`config.mk`:
```
export PLATFORM = sky130hd
export DESIGN_NAME = rom_adder_table_writer
export DESIGN_NICKNAME = d
export VERILOG_FILES = /design/src/rtl/rom_adder_table_writer.sv
export SDC_FILE = /design/constraint.sdc
export NUM_CORES = 1
export LEC_CHECK = 0
export ABC_AREA = 1
export BUFFER_PORTS_ARGS = -buffer_cell sky130_fd_sc_hd__buf_2
export CAP_MARGIN = 20
export CORE_AREA = 2 2 94 96
export CTS_CLUSTER_SIZE = 25
export DETAILED_ROUTE_END_ITERATION = 10
export DIE_AREA = 0 0 96 98
export PLACE_DENSITY_LB_ADDON = 0.2
export SETUP_SLACK_MARGIN = 0.5
export SLEW_MARGIN = 20
export SYNTH_ARGS = -nofsm -noshare
export SYNTH_HDL_FRONTEND = slang
export SYNTH_SLANG_ARGS = --single-unit
```
`constraint.sdc`:
```
create_clock -name clk -period 2.8 [get_ports clk]
set_input_delay 0.14 -clock clk [delete_from_list [all_inputs] [get_ports clk]]
set_output_delay 0.14 -clock clk [all_outputs]
set_load 0.01 [all_outputs]
```
`src/rtl/rom_adder_table_writer.sv`:
```
// rtl/rom_adder_table_writer.sv - fills the ROM-adder table RAM with a+b and optionally reads it back to self-check.
module rom_adder_table_writer #(
    parameter int ADDR_WIDTH = 8,
    parameter int DATA_WIDTH = 9,
    parameter bit VERIFY     = 1'b1
) (
    input  logic                    clk,
    input  logic                    rst_n,
    input  logic                    start,
    output logic [2*ADDR_WIDTH-1:0] mem_addr,
    output logic                    mem_wr_en,
    output logic [DATA_WIDTH-1:0]   mem_wr_data,
    input  logic                    mem_wr_ready,
    output logic                    mem_rd_en,
    input  logic [DATA_WIDTH-1:0]   mem_rd_data,
    output logic                    busy,
    output logic                    done,
    output logic                    error,
    output logic [2*ADDR_WIDTH:0]   err_count,
    output logic [2*ADDR_WIDTH-1:0] err_addr
);

    localparam int AW2 = 2 * ADDR_WIDTH;
    localparam logic [AW2-1:0] LAST_ADDR = '1;

    typedef enum logic [2:0] {
        IDLE,
        WRITE,
        READ,
        DRAIN,
        DONE
    } state_t;

    state_t         state;
    logic           chk_valid;
    logic [AW2-1:0] chk_addr;
    logic           rd_mismatch;

    function automatic logic [DATA_WIDTH-1:0] entry(input logic [AW2-1:0] addr);
        logic [DATA_WIDTH-1:0] word;
        logic [ADDR_WIDTH:0]   sum;
        sum  = {1'b0, addr[AW2-1:ADDR_WIDTH]} + {1'b0, addr[ADDR_WIDTH-1:0]};
        word = '0;
        word[ADDR_WIDTH:0] = sum;
        return word;
    endfunction

    // The write word follows the registered address, so a stalled write keeps its data stable.
    assign mem_wr_data = entry(mem_addr);

    // Read data lands one cycle after the strobe; chk_* remember which address it belongs to.
    assign rd_mismatch = chk_valid && (mem_rd_data != entry(chk_addr));

    always_ff @(posedge clk) begin
        if (!rst_n) begin
            state     <= IDLE;
            mem_addr  <= '0;
            mem_wr_en <= 1'b0;
            mem_rd_en <= 1'b0;
            busy      <= 1'b0;
            done      <= 1'b0;
            error     <= 1'b0;
            err_count <= '0;
            err_addr  <= '0;
            chk_valid <= 1'b0;
            chk_addr  <= '0;
        end else begin
            chk_valid <= mem_rd_en;
            chk_addr  <= mem_addr;

            if (rd_mismatch) begin
                err_count <= err_count + 1'b1;
                if (!error) begin
                    error    <= 1'b1;
                    err_addr <= chk_addr;
                end
            end

            case (state)
                IDLE, DONE: begin
                    if (start) begin
                        state     <= WRITE;
                        mem_addr  <= '0;
                        mem_wr_en <= 1'b1;
                        busy      <= 1'b1;
                        done      <= 1'b0;
                        error     <= 1'b0;
                        err_count <= '0;
                        err_addr  <= '0;
                    end
                end
                WRITE: begin
                    if (mem_wr_ready) begin
                        mem_addr <= mem_addr + 1'b1;
                        if (mem_addr == LAST_ADDR) begin
                            mem_wr_en <= 1'b0;
                            if (VERIFY) begin
                                state     <= READ;
                                mem_rd_en <= 1'b1;
                            end else begin
                                state <= DONE;
                                busy  <= 1'b0;
                                done  <= 1'b1;
                            end
                        end
                    end
                end
                READ: begin
                    mem_addr <= mem_addr + 1'b1;
                    if (mem_addr == LAST_ADDR) begin
                        state     <= DRAIN;
                        mem_rd_en <= 1'b0;
                    end
                end
                DRAIN: begin
                    state <= DONE;
                    busy  <= 1'b0;
                    done  <= 1'b1;
                end
                default: begin
                    state <= IDLE;
                end
            endcase
        end
    end

endmodule
```
==> impl_metrics.ini <==
[final_layout]
fin_util = 0.611
finalInstanceArea_um2 = 5170
final_cells = 825
fill_cells = 811
areaGrowthSynthToFinish_pct = 26.1
drive_above_1_share = 0.226
antenna_cells = 0
ff_latch_area_um2 = 1500
multi_input_area_um2 = 2380
nNetsFinal = 745

[critical_path]
cp_max_fo = 8
r2r_cells = 16
path_depth = 16
crit_top_cell = nand2_1
path_class = flop to flop
crit_family = simple AND/OR/NAND/NOR gates
start_kind = flop
arrival_ps = 2560
reg2reg_slack_ps = 490
path_buf_inv = 2
reg2reg_to = err_addr[10]
cp_cell_sequence = ha_4 -> fa_1 -> inv_1 -> nand2_1 -> nand2_1 -> nor2_1 -> nand3_1 -> nor2_1 -> nand2_1 -> nor2_2 -> nand3_4 -> buf_12 -> nand2_8 -> nand2_2 -> nand2_1 -> nor2_1
cp_slowest_cell = fa_1
critical-path-max-stage-delay_ps = 490
crit_required_ps = 3050
endpoint_kind = flop
rr_startpoint = chk_addr[0]

[synthesis]
synth_edf_count = 0
synth_common_cells = 171 x nand2_1, 101 x inv_1, 84 x nor2_1, 74 x dfxtp_1, 36 x a21oi_1
synth-seq-cells = 74
synth_top_family_by_area = simple AND/OR/NAND/NOR gates
async_flop_share = 0
synth_area_leaders = dfxtp_1 36%, nand2_1 16%, inv_1 9.2%
synth_mux_area_frac = 0
syn_area_um2 = 4100
synthAdderAreaFrac = 0.0647
synth.distinct_cells = 33
syn_inst = 623
synth_top_area_frac = 0.361
synth_nets = 656
yosysTopAreaCell = dfxtp_1
yosys.area_share.simple = 0.327
synth-xor-area-share = 0.0314
avgSynthCellArea_um2 = 6.58
synthMostInstantiatedCell = nand2_1
synth_warnings = 0
yosysSeqAreaShare = 0.361
synth_compound_area_frac = 0.0973
synth_flop_cell = dfxtp_1

[pwr]
powerDensity_nw_per_um2 = 555
irDropWorstVdd_v = 0.000387
p_leak_nw = 2.70

[place]
dp_hpwl_mm = 7.10
portBuffers = 75
dp_cells = 795
globalplace.congestion = 0.878
place_area_um2 = 4550

[clocking]
cts_htree_levels = 3
clk_latency_ps = 360
tritoncts = done
hold_buffers = 0
cts.path.max_buffers = 2
cts-root-buf = clkbuf_8
numCtsBuffers = 9
cts_num_sinks = 74
path_clk_slew_ps = 80

[route]
drc = 0
drt-vias-per-instance = 4.98
ant_nets = 0
routedWlPerCell_um = 12.6
dr.pass1.iters = 5
wirelength_mm = 10.4
drtIter0Drc = 164
vias = 4111

[run_status]
status = completed

[flow_run]
cap_violations = 0

[min_path]
hold_end = busy
min_path_cells = 5
min_from = start
hp-class = input pin to flop

[die]
die_w_um = 96
die-area_um2 = 9410
die_y_um = 98
ioPinCount = 76
core_um2 = 8470
num_rows = 34
start_util = 0.484

[timing]
tightest_slew_ps = 849
fmax_mhz = 432
hold_ws_ps = 140
hold_violations = 0
finalSetupViolCount = 0
skew_ps = 18.0
finalMaxSlewViolations = 0
rsz0062_at_grt = true
slew-limit-headroom = 0.433
layout_min_cycle_time_ps = 2310
fin_crit_sh = 0.826
fin_tns_setup_ps = 0

[grt]
grtUsageTotal = 0.213
grt_pass1_vias = 3564
grt_max_degree = 34
grt_overflow = 0
antenna_found_initial = 0
grt_pass1_wl_mm = 15.9
how the worst max path moves through the flow:
| stage | start | slack [ps] | to |
|---|---|---|---|
| after floorplan | chk_addr[0] | 660 | err_addr[13] |
| after global placement | chk_addr[0] | 470 | err_count[7] |
| after detailed placement | chk_addr[0] | 400 | err_count[10] |
| after CTS | mem_addr[8] | 420 | mem_wr_data[8] |
| after global routing | chk_addr[0] | 320 | err_addr[2] |
| final | chk_addr[0] | 490 | err_addr[10] |
area by class of cell:
class	count	area share
Multi-Input combinational cell	435	0.460
Sequential cell	74	0.291
Timing Repair Buffer	90	0.107
Inverter	102	0.0740
Clock buffer	11	0.0273
Tap cell	108	0.0261
Clock inverter	5	0.0150
where the power goes:
part	internal, mW	switching, mW
combinational	0.250	0.491
sequential	1.14	0.0616
clock	0.523	0.408
cells by family after synthesis:
kind of cell	after synthesis
AOI/OAI and AO/OA	76
and+or+nand+nor	322
DFF	74
adders and majority gates	20
buffers and inverters	118
xor gates and xnor gates	13
flip-flops by register name (all words and copies together) (netlist names):
name,count
error,1
chk_addr,16
busy,1
done,1
chk_valid,1
mem_rd_en,1
mem_wr_en,1
err_count,17
state,3
mem_addr,16
err_addr,16
tightest hold or removal path: cells and delay by family:
family	cells	cell delay (ps)
buffers and inverters	3	190
AND/OR/NAND/NOR	1	60
AO/OA/AOI/OAI	1	50
through the flow:
stage | power (mW) | setup slack, ps
global placement | 1.83 | 475
CTS | 2.79 | 422
floorplan | 1.68 | 661
finish | 2.87 | 488
detailed placement | 1.86 | 395
global route | 3.04 | 321
metal layers:
layer  global-route usage  share of wire  up-vias  routed length [um]
met5                    0              0        -                   0
met4               0.0505          0.013        0                 137
met3               0.0594          0.048       15                 495
met2                0.369           0.50       96                5210
met1                0.260           0.44     1867                4570
li1                     -              -     2133                   -
repair_timing:
item,in CTS,in global routing
endpoints found under the setup margin,37,37
resized for setup,10,58
pin swaps,1,8
buffers inserted,0,8
cloned,0,6
cells in the final DEF, fill, tap and decap left out, types with 3 or more instances in the layout:
master,count
dfxtp_4,5
nor3_1,12
nand2_8,4
buf_4,10
buf_2,75
ha_4,3
inv_1,101
a21oi_1,27
nor2_1,82
nand2_1,150
o21ai_0,30
a21oi_2,9
nor2_2,3
clkbuf_8,10
nand2_4,4
ha_1,15
nand3_1,33
nand2_2,20
nand3b_1,5
xor2_1,8
nand4_1,5
dfxtp_1,67
xnor2_1,4
(Power assumes the default switching activity.)
